## config.mk

```make
export PLATFORM = sky130hd
export DESIGN_NAME = psum_collector_flat
export DESIGN_NICKNAME = d
export VERILOG_FILES = /design/src/rtl/mmu_pkg.sv /design/src/rtl/psum_collector_if.sv /design/src/rtl/psum_row_fifo.sv /design/src/rtl/psum_collector.sv /design/src/flat_wrapper.sv
export SDC_FILE = /design/constraint.sdc
export NUM_CORES = 1
export LEC_CHECK = 0
export CORE_MARGIN = 10
export CORE_UTILIZATION = 45
export DETAILED_ROUTE_END_ITERATION = 10
export GPL_TIMING_DRIVEN = 0
export PLACE_DENSITY = 0.74
export SYNTH_ARGS = -nofsm -noshare
export SYNTH_HDL_FRONTEND = slang
export SYNTH_SLANG_ARGS = --single-unit
export TNS_END_PERCENT = 50
```

## constraint.sdc

```tcl
create_clock -name clk -period 3.3 [get_ports clk]
set_input_delay 0.33 -clock clk [delete_from_list [all_inputs] [get_ports clk]]
set_output_delay 0.33 -clock clk [all_outputs]
set_load 0.005 [all_outputs]
```

## src/rtl/mmu_pkg.sv

```systemverilog
// mmu_pkg: shared MMU widths and row packing helpers
package mmu_pkg;
    localparam int PSUM_WIDTH = 32;
    localparam int COLS = 4;
    localparam int ROW_WIDTH = COLS * PSUM_WIDTH;
    typedef logic [PSUM_WIDTH-1:0] psum_t;
    typedef logic [ROW_WIDTH-1:0] row_t;
    function automatic psum_t get_col(row_t r, int c);
        return r[c*PSUM_WIDTH +: PSUM_WIDTH];
    endfunction
endpackage

```

## src/rtl/psum_collector_if.sv

```systemverilog
// psum_collector_if: skewed psum stream in, deskewed row stream and flags out
interface psum_collector_if #(
    parameter int COLS = mmu_pkg::COLS,
    parameter int PSUM_WIDTH = mmu_pkg::PSUM_WIDTH
);
    logic [COLS*PSUM_WIDTH-1:0] psum_i;
    logic [COLS-1:0] psum_en_i;
    logic clear_i;
    logic [COLS*PSUM_WIDTH-1:0] out_data_o;
    logic out_valid_o;
    logic out_ready_i;
    logic overflow_o;
    logic skew_err_o;
    logic busy_o;
    modport slave (
        input psum_i, psum_en_i, clear_i, out_ready_i,
        output out_data_o, out_valid_o, overflow_o, skew_err_o, busy_o
    );
    modport master (
        output psum_i, psum_en_i, clear_i, out_ready_i,
        input out_data_o, out_valid_o, overflow_o, skew_err_o, busy_o
    );
endinterface

```

## src/rtl/psum_row_fifo.sv

```systemverilog
// psum_row_fifo: synchronous row FIFO; a push while full is taken only if a pop frees a slot that cycle
module psum_row_fifo #(
    parameter int WIDTH = 32,
    parameter int DEPTH = 4
) (
    input  logic             clk,
    input  logic             rst_n,
    input  logic             i_push,
    input  logic             i_pop,
    input  logic [WIDTH-1:0] i_data,
    output logic             o_full,
    output logic             o_empty,
    output logic [WIDTH-1:0] o_head
);
    localparam int AW = $clog2(DEPTH);
    logic [DEPTH-1:0][WIDTH-1:0] r_mem;
    logic [AW-1:0] r_wr;
    logic [AW-1:0] r_rd;
    logic [AW:0] r_count;
    logic w_push;
    logic w_pop;
    assign o_full = r_count == (AW+1)'(DEPTH);
    assign o_empty = r_count == '0;
    assign o_head = r_mem[r_rd];
    assign w_pop = i_pop & ~o_empty;
    assign w_push = i_push & (~o_full | w_pop);
    always_ff @(posedge clk) begin
        if (!rst_n) begin
            r_mem <= '0;
            r_wr <= '0;
            r_rd <= '0;
            r_count <= '0;
        end else begin
            if (w_push) begin
                r_mem[r_wr] <= i_data;
                r_wr <= r_wr + AW'(1);
            end
            if (w_pop) r_rd <= r_rd + AW'(1);
            r_count <= r_count + (AW+1)'(w_push) - (AW+1)'(w_pop);
        end
    end
endmodule

```

## src/rtl/psum_collector.sv

```systemverilog
// psum_collector: deskews per-column psums into rows, buffers them, flags drops and partial rows
module psum_collector #(
    parameter int COLS = mmu_pkg::COLS,
    parameter int PSUM_WIDTH = mmu_pkg::PSUM_WIDTH,
    parameter int FIFO_DEPTH = 4
) (
    input logic clk,
    input logic rst_n,
    psum_collector_if.slave s_bus
);
    logic [COLS-1:0] w_en;
    logic [COLS*PSUM_WIDTH-1:0] w_row;
    logic [COLS-1:0] w_busy_col;
    logic w_full;
    logic w_empty;
    logic w_pop;
    logic w_all;
    logic w_mixed;
    logic r_overflow;
    logic r_skew_err;
    // column c is delayed COLS-1-c cycles so the whole row lines up with the last column
    for (genvar c = 0; c < COLS; c++) begin : g_col
        localparam int S = COLS - 1 - c;
        if (S == 0) begin : g_direct
            assign w_en[c] = s_bus.psum_en_i[c];
            assign w_row[c*PSUM_WIDTH +: PSUM_WIDTH] = s_bus.psum_i[c*PSUM_WIDTH +: PSUM_WIDTH];
            assign w_busy_col[c] = 1'b0;
        end else begin : g_chain
            logic [S-1:0] r_en;
            logic [S-1:0][PSUM_WIDTH-1:0] r_d;
            always_ff @(posedge clk) begin
                if (!rst_n) begin
                    r_en <= '0;
                    r_d <= '0;
                end else begin
                    r_en[0] <= s_bus.psum_en_i[c];
                    r_d[0] <= s_bus.psum_i[c*PSUM_WIDTH +: PSUM_WIDTH];
                    for (int s = 1; s < S; s++) begin
                        r_en[s] <= r_en[s-1];
                        r_d[s] <= r_d[s-1];
                    end
                end
            end
            assign w_en[c] = r_en[S-1];
            assign w_row[c*PSUM_WIDTH +: PSUM_WIDTH] = r_d[S-1];
            assign w_busy_col[c] = |r_en;
        end
    end
    assign w_all = &w_en;
    assign w_mixed = |w_en & ~w_all;
    assign w_pop = ~w_empty & s_bus.out_ready_i;
    psum_row_fifo #(
        .WIDTH(COLS*PSUM_WIDTH),
        .DEPTH(FIFO_DEPTH)
    ) u_fifo (
        .clk(clk),
        .rst_n(rst_n),
        .i_push(w_all),
        .i_pop(w_pop),
        .i_data(w_row),
        .o_full(w_full),
        .o_empty(w_empty),
        .o_head(s_bus.out_data_o)
    );
    // set beats clear when both land in the same cycle
    always_ff @(posedge clk) begin
        if (!rst_n) begin
            r_overflow <= 1'b0;
            r_skew_err <= 1'b0;
        end else begin
            r_overflow <= (w_all & w_full & ~w_pop) | (r_overflow & ~s_bus.clear_i);
            r_skew_err <= w_mixed | (r_skew_err & ~s_bus.clear_i);
        end
    end
    assign s_bus.out_valid_o = ~w_empty;
    assign s_bus.overflow_o = r_overflow;
    assign s_bus.skew_err_o = r_skew_err;
    assign s_bus.busy_o = |w_busy_col | ~w_empty;
endmodule
```

## src/flat_wrapper.sv

```systemverilog
// flat-port wrapper written by rule: the top's interface ports become plain ports
module psum_collector_flat 
#(
    parameter int COLS = mmu_pkg::COLS,
    parameter int PSUM_WIDTH = mmu_pkg::PSUM_WIDTH,
    parameter int FIFO_DEPTH = 4
)
  (clk, rst_n, s_bus_psum_i, s_bus_psum_en_i, s_bus_clear_i, s_bus_out_ready_i, s_bus_out_data_o, s_bus_out_valid_o, s_bus_overflow_o, s_bus_skew_err_o, s_bus_busy_o);
  psum_collector_if #(.COLS(COLS), .PSUM_WIDTH(PSUM_WIDTH)) s_bus_i ();
  input logic clk;
  input logic rst_n;
  input wire logic [$bits(s_bus_i.psum_i)-1:0] s_bus_psum_i;
  input wire logic [$bits(s_bus_i.psum_en_i)-1:0] s_bus_psum_en_i;
  input wire logic [$bits(s_bus_i.clear_i)-1:0] s_bus_clear_i;
  input wire logic [$bits(s_bus_i.out_ready_i)-1:0] s_bus_out_ready_i;
  output wire logic [$bits(s_bus_i.out_data_o)-1:0] s_bus_out_data_o;
  output wire logic [$bits(s_bus_i.out_valid_o)-1:0] s_bus_out_valid_o;
  output wire logic [$bits(s_bus_i.overflow_o)-1:0] s_bus_overflow_o;
  output wire logic [$bits(s_bus_i.skew_err_o)-1:0] s_bus_skew_err_o;
  output wire logic [$bits(s_bus_i.busy_o)-1:0] s_bus_busy_o;
  assign s_bus_i.psum_i = s_bus_psum_i;
  assign s_bus_i.psum_en_i = s_bus_psum_en_i;
  assign s_bus_i.clear_i = s_bus_clear_i;
  assign s_bus_i.out_ready_i = s_bus_out_ready_i;
  assign s_bus_out_data_o = s_bus_i.out_data_o;
  assign s_bus_out_valid_o = s_bus_i.out_valid_o;
  assign s_bus_overflow_o = s_bus_i.overflow_o;
  assign s_bus_skew_err_o = s_bus_i.skew_err_o;
  assign s_bus_busy_o = s_bus_i.busy_o;
  psum_collector #(.COLS(COLS), .PSUM_WIDTH(PSUM_WIDTH), .FIFO_DEPTH(FIFO_DEPTH)) u_core (.clk(clk), .rst_n(rst_n), .s_bus(s_bus_i));
endmodule
```

* Yosys cells after proc, flatten, opt, wreduce, memory -nomap -nowiden
Index checks and enable logic that the tools add are counted.
** Cells by class
- Add/subtract/negate cells :: 4
- $mul :: 0
- Divide/modulo/power cells :: 0
- Order comparisons :: 3
- Equal/unequal tests :: 1
- Shift operators :: 0
- Muxes and demuxes :: 5
- Bitwise operators :: 17
- Reductions and logical operators :: 5
** Operators with widths (number)
- bitwise mux 512 bit :: 1
- binary-select mux 128 bit (select 2 bit) :: 1
- demux 128 bit (select 2 bit) :: 1
- 2-to-1 mux 128 bit :: 2
- bitwise AND 1 bit :: 8
- less-than comparator 2 x 3 -> 1 bit (second input constant) :: 2
- OR reduction 6 bit :: 1
- inverter 1 bit :: 5
- adder 2 x 1 -> 2 bit (second input constant) :: 2
- OR 1 bit :: 4
- AND reduction 4 bit :: 1
- OR reduction 4 bit :: 1
- adder 3 x 1 -> 3 bit :: 1
- equality test 3 bit (second input constant) :: 1
- logical NOT 3 bit :: 1
- subtractor 3 x 1 -> 3 bit :: 1
- greater-or-equal comparator 2 x 1 -> 1 bit (second input constant) :: 1
- logical AND 1 bit :: 1
** Storage, ports and cells
- Register bits :: 719
- Bits in latches :: 0
- RAM bits :: 0
- ROM bits :: 0
- Output and inout bits :: 132
- Word-level logic and storage cells :: 53
- Memories kept :: 0

* Logic depth before layout (Yosys ltp)
- Word-level depth :: 8
- Gate-level depth with buffers :: 11
- Gate-level depth less buffers :: 10

* Modules after synthesis
A second synthesis with hierarchy kept.
** Second synthesis, totals
- Cell total of the unflattened synthesis :: 2434
- Area, all modules :: 27764.1 um^2
** By module, submodules not included
- psum_row_fifo :: instances 1, cells an instance 2001, area each 22328.9 um^2, sequential area each 10390.0 um^2
- psum_collector :: instances 1, cells an instance 433, area each 5435.2 um^2, sequential area each 4003.8 um^2

* Worst setup path before layout
OpenSTA, ideal clock, no wires.
- Kind :: register to register
- Start point :: register u_core.u_fifo.r_count[1]
- End point :: register u_core.u_fifo.r_count[2]
- Library setup time :: 0.078 ns
- Arrival :: 2.327 ns
- Required time :: 3.222 ns
- Slack :: 0.895 ns
- Stages on the path, launching flop included :: 12
- Buffers on the path :: 1
- Clock period less this slack :: 2.405 ns
- Cell sequence :: dfxtp_1 -> or4b_4 -> buf_6 -> nand2_1 -> ha_1 -> inv_1 -> ha_1 -> inv_1 -> fa_1 -> xor2_1 -> and2_1 -> nor3_1
** On the way
- Longest elaborated chain between the ends :: 8
- Elaborated cells on any way between the ends :: 10
- Those cells by class :: 2 x add/sub; 1 x eq/ne; 6 x bitwise; 1 x reduce/logical
** RTL lines
- start: declaration :: RTL line psum_row_fifo.sv:19 : logic [AW:0] r_count;
- start signal: assignment :: RTL line psum_row_fifo.sv:39 : r_count <= r_count + (AW+1)'(w_push) - (AW+1)'(w_pop);
- logical NOT 3 bit :: RTL line psum_row_fifo.sv:23 : assign o_empty = r_count == '0;
- inverter 1 bit :: RTL line psum_row_fifo.sv:25, psum_collector.sv:51
- bitwise AND 1 bit :: RTL line psum_collector.sv:51 : assign w_pop = ~w_empty & s_bus.out_ready_i;
- bitwise AND 1 bit :: RTL line psum_row_fifo.sv:25 : assign w_pop = i_pop & ~o_empty;
- OR 1 bit :: RTL line psum_row_fifo.sv:26 : assign w_push = i_push & (~o_full | w_pop);
- bitwise AND 1 bit :: RTL line psum_row_fifo.sv:26
- adder 3 x 1 -> 3 bit :: RTL line psum_row_fifo.sv:39
- subtractor 3 x 1 -> 3 bit * :: RTL line psum_row_fifo.sv:39
Mark *: on every way between the ends. The rest lies on a longest branch, timed or not.
A chain may end at the register's enable or synchronous reset.

* Worst setup path after layout
- Start point :: register u_core.u_fifo.r_rd[0]
- End point :: output s_bus_out_data_o[58]
** On the way
- Longest elaborated chain between the ends :: 2
** RTL lines
- start: declaration :: RTL line psum_row_fifo.sv:18 : logic [AW-1:0] r_rd;
- start signal: assignment :: RTL line psum_row_fifo.sv:38 : if (w_pop) r_rd <= r_rd + AW'(1);
- binary-select mux 128 bit (select 2 bit) :: RTL line psum_row_fifo.sv:24 : assign o_head = r_mem[r_rd];
- 2-to-1 mux 128 bit (not written as such) :: RTL line psum_row_fifo.sv:24
- end: declaration :: RTL line flat_wrapper.sv:16 : output wire logic [$bits(s_bus_i.out_data_o)-1:0] s_bus_out_data_o;
No other way between the ends. The select of a mux whose other input is x is not followed.

==> load_flow_metrics.sql <==
INSERT INTO impl_metrics (metric_group, metric, value, unit) VALUES
('yosys', 'yosysSeqAreaShare', '0.5135', ''),
('clocking', 'cts.sink_count', '719', ''),
('yosys', 'yosys.area.top_type', 'sky130_fd_sc_hd__dfxtp_1', ''),
('finish', 'finalNetCount', '2914', ''),
('power_and_ir_drop', 'netSwitchingPower', '4.697', 'mW'),
('global_routing', 'globalRouteOverflowTotal', '0', ''),
('finish', 'post-route-util', '0.5590', ''),
('sta', 'achievable-frequency', '313.6', 'MHz'),
('clocking', 'cts.clk_slew.worst_paths', '60', 'ps'),
('floorplanning', 'fp.dieArea', '72680', 'µm²'),
('global_routing', 'grt_pass1_wl', '118.1', 'mm'),
('yosys', 'yosys-top-cells-area', 'sky130_fd_sc_hd__dfxtp_1 51%, sky130_fd_sc_hd__mux2i_1 18%, sky130_fd_sc_hd__mux4_2 10%, sky130_fd_sc_hd__nand2_1 8.6%, sky130_fd_sc_hd__and2_1 4.5%', ''),
('yosys', 'synth.ff_latch_count', '719', ''),
('floorplanning', 'die_boundary_width', '269.6', 'µm'),
('yosys', 'synthesis.area_per_instance', '11.55', 'µm²'),
('yosys', 'post_synthesis_cell_area', '28030', 'µm²'),
('sta', 'worst-slew-pin-transition', '1460', 'ps'),
('sta', 'finalSetupViolations', '0', ''),
('power_and_ir_drop', 'vdd.ir_drop.worst', '0.4179', 'mV'),
('clocking', 'clock_path_buffers', '3', ''),
('setup_path', 'worst-path-max-fanout', '10', ''),
('floorplanning', 'io_pins', '268', ''),
('clocking', 'numCtsBuffers', '76', ''),
('yosys', 'yosys.area.top_type_share', '0.5135', ''),
('finish', 'layout_common_cells', '719 x sky130_fd_sc_hd__dfxtp_1, 641 x sky130_fd_sc_hd__nand2_1, 512 x sky130_fd_sc_hd__mux2i_1, 266 x sky130_fd_sc_hd__clkdlybuf4s50_1, 200 x sky130_fd_sc_hd__and2_1', ''),
('global_routing', 'antenna_found_initial', '5', ''),
('yosys', 'yosysWarningCount', '0', ''),
('setup_path', 'criticalPathCategory', 'register to output pin', ''),
('route', 'detailroute.via_count', '19230', ''),
('finish', 'antenna-diode-count', '0', ''),
('sta', 'timing.final.crit_share', '0.9662', ''),
('sta', 'final.min_clock_period', '3188', 'ps'),
('sta', 'finalClockSkew', '20.82', 'ps'),
('route', 'route.detailed.drc', '0', ''),
('sta', 'tns', '0', 'ps'),
('route', 'detailedRoute.firstIterationViolations', '1138', ''),
('sta', 'maxSlewHeadroom', '0.02659', ''),
('power_and_ir_drop', 'p_sw_frac', '0.2358', ''),
('yosys', 'syn-instance-count', '2428', ''),
('route', 'firstDrtPassIters', '5', ''),
('power_and_ir_drop', 'seq_power_share', '0.446', ''),
('power_and_ir_drop', 'power_density', '577.3', 'nW/µm²'),
('route', 'routed-wl-met2', '38.04', 'mm'),
('power_and_ir_drop', 'clock_power_share', '0.460', ''),
('power_and_ir_drop', 'post-layout-total-power', '19.92', 'mW'),
('route', 'finalWirelength', '77.15', 'mm'),
('floorplanning', 'initial_utilization', '0.4542', ''),
('setup_path', 'critPathLaunchType', 'register', ''),
('placed_design', 'globalplace.congestion', '0.7952', ''),
('route', 'routed_via_count_divided_by_cell_count', '5.243', ''),
('power_and_ir_drop', 'leakage', '15.87', 'nW'),
('route', 'route.met3.wl', '4.418', 'mm'),
('global_routing', 'global_route.usage.total', '0.2053', ''),
('sta', 'final_hold_viol_count', '0', ''),
('clocking', 'cts-hold-fix-buffers', '0', ''),
('yosys', 'mappedNetlistNets', '2571', ''),
('route', 'wire_length_on_met1', '32.11', 'mm'),
('floorplanning', 'number_of_core_rows', '91', ''),
('finish', 'area_growth_syn_to_layout', '23.06', '%'),
('job', 'max-cap-violations', '0', ''),
('finish', 'non_filler_cells_final', '3668', ''),
('finish', 'num-fill-cells', '5113', ''),
('route', 'routed_wire_length_per_instance', '21.03', 'µm'),
('finish', 'leading_cell_type_in_the_layout_fill_and_taps_excluded', 'sky130_fd_sc_hd__dfxtp_1', ''),
('setup_path', 'cp_data_required_time', '2970', 'ps'),
('global_routing', 'grt_pass1_vias', '20440', ''),
('outcome', 'outcome', 'complete, no violations', ''),
('route', 'ant_nets', '0', ''),
('setup_path', 'cp-end-kind', 'output pin', ''),
('floorplanning', 'core_area', '61710', 'µm²'),
('finish', 'post_route_cells_drive_above_1_share', '0.1212', '');
==> through the flow <==
step / instance area, µm² / hold slack [ps]
3_5_place_dp: 31740 / 419.1
6_report: 34500 / 280.7
5_1_grt: 34500 / 266.4
2_1_floorplan: 28030 / 411.9
3_3_place_gp: 31740 / 416.2
4_1_cts: 34490 / 254.5
==> repair_timing <==
action                                  4_1_cts  5_1_grt
endpoints found under the setup margin      128       32
resized for setup                            17        8
hold endpoints to repair                      0        0
buffers inserted                              0        0
==> worst max-delay path, delay by kind of cell (launching register included) <==
| family | cells | cell delay, ps |
|---|---|---|
| mux | 1 | 590 |
| buf+inv | 3 | 1150 |
| flops | 1 | 490 |
==> layer usage <==
layer | up-vias | GRT usage
met3 | 133 | 0.03912
li1 | 8881 | -
met4 | 4 | 0.08501
met2 | 587 | 0.3521
met1 | 9625 | 0.2496
met5 | - | 0
==> sequential cells by signal, summed over array words and instances, names as in the netlist <==
name and flops:
u_core.u_fifo.r_count 3, u_core.u_fifo.r_wr 2, u_core.g_col.g_chain.r_en 6, u_core.g_col.g_chain.r_d 192, u_core.u_fifo.r_rd 2, u_core.s_bus.skew_err_o 1, u_core.s_bus.overflow_o 1, u_core.u_fifo.r_mem 512
==> final timing paths <==
path | startpoint | endpoint | slack [ps] | cells after the start
worst max register to register | u_core.u_fifo.r_count[1] | u_core.u_fifo.r_count[2] | 750 | 11
worst min-delay path | s_bus_psum_i[82] | u_core.g_col[2].g_chain.r_d[18] | 280 | 2
worst max-delay path | u_core.u_fifo.r_rd[0] | s_bus_out_data_o[58] | 110 | 4
worst min register to register | u_core.g_col[0].g_chain.r_d[11] | u_core.g_col[0].g_chain.r_d[43] | 430 | 1
==> cells in the mapped netlist <==
library cell                 n
sky130_fd_sc_hd__nor4b_1     1
sky130_fd_sc_hd__fa_1        1
sky130_fd_sc_hd__mux2i_1   512
sky130_fd_sc_hd__o21ai_0     2
sky130_fd_sc_hd__buf_8       4
sky130_fd_sc_hd__o31ai_1     1
sky130_fd_sc_hd__buf_2      16
sky130_fd_sc_hd__nand3_4     4
sky130_fd_sc_hd__o311ai_0    1
sky130_fd_sc_hd__nand2_1   641
sky130_fd_sc_hd__nand3_1     2
sky130_fd_sc_hd__nand3b_1    1
sky130_fd_sc_hd__or4b_4      1
sky130_fd_sc_hd__nor3_1      3
sky130_fd_sc_hd__nor2b_1     2
sky130_fd_sc_hd__mux4_2    128
sky130_fd_sc_hd__and2_1    200
sky130_fd_sc_hd__ha_1        6
sky130_fd_sc_hd__nor2_1      6
sky130_fd_sc_hd__or4_1       1
sky130_fd_sc_hd__xor2_1      3
sky130_fd_sc_hd__buf_6       1
sky130_fd_sc_hd__and4_1      1
sky130_fd_sc_hd__nand4_1     1
sky130_fd_sc_hd__inv_1       6
sky130_fd_sc_hd__a21oi_1     4
sky130_fd_sc_hd__or3_1       1
sky130_fd_sc_hd__dfxtp_1   719
sky130_fd_sc_hd__buf_12     52
sky130_fd_sc_hd__clkbuf_1   98
sky130_fd_sc_hd__buf_1       9
==> power groups by stage <==
stage | Sequential [mW] | Combinational [mW] | Clock, mW
2_1_floorplan | 9.04 | 1.20 | 0
3_3_place_gp | 9.06 | 1.85 | 0
3_5_place_dp | 9.06 | 1.87 | 0
4_1_cts | 8.88 | 1.90 | 9.27
5_1_grt | 8.89 | 2.02 | 9.63
6_report | 8.88 | 1.87 | 9.16
==> kinds of logic after synthesis <==
family,share of synthesized area
AOI/OAI and AO/OA,0.001652
xor gates and xnor gates,0.0009375
and+or+nand+nor,0.1372
buffers and inverters,0.05767
DFF,0.5135
adders and majority gates,0.003392
muxes,0.2857
==> layout make-up <==
cell class,count,area [µm²],area share
well taps,837,1047,0.03036
inverters,6,22.52,0.0006529
clock buffers,109,2238,0.06489
flip-flops and latches,719,14390,0.4173
clock inverters,29,478.0,0.01386
plain buffers,179,1633,0.04733
repair buffers,266,2663,0.07718
multi-input cells,1523,12020,0.3485
(Power assumes the default switching activity.)
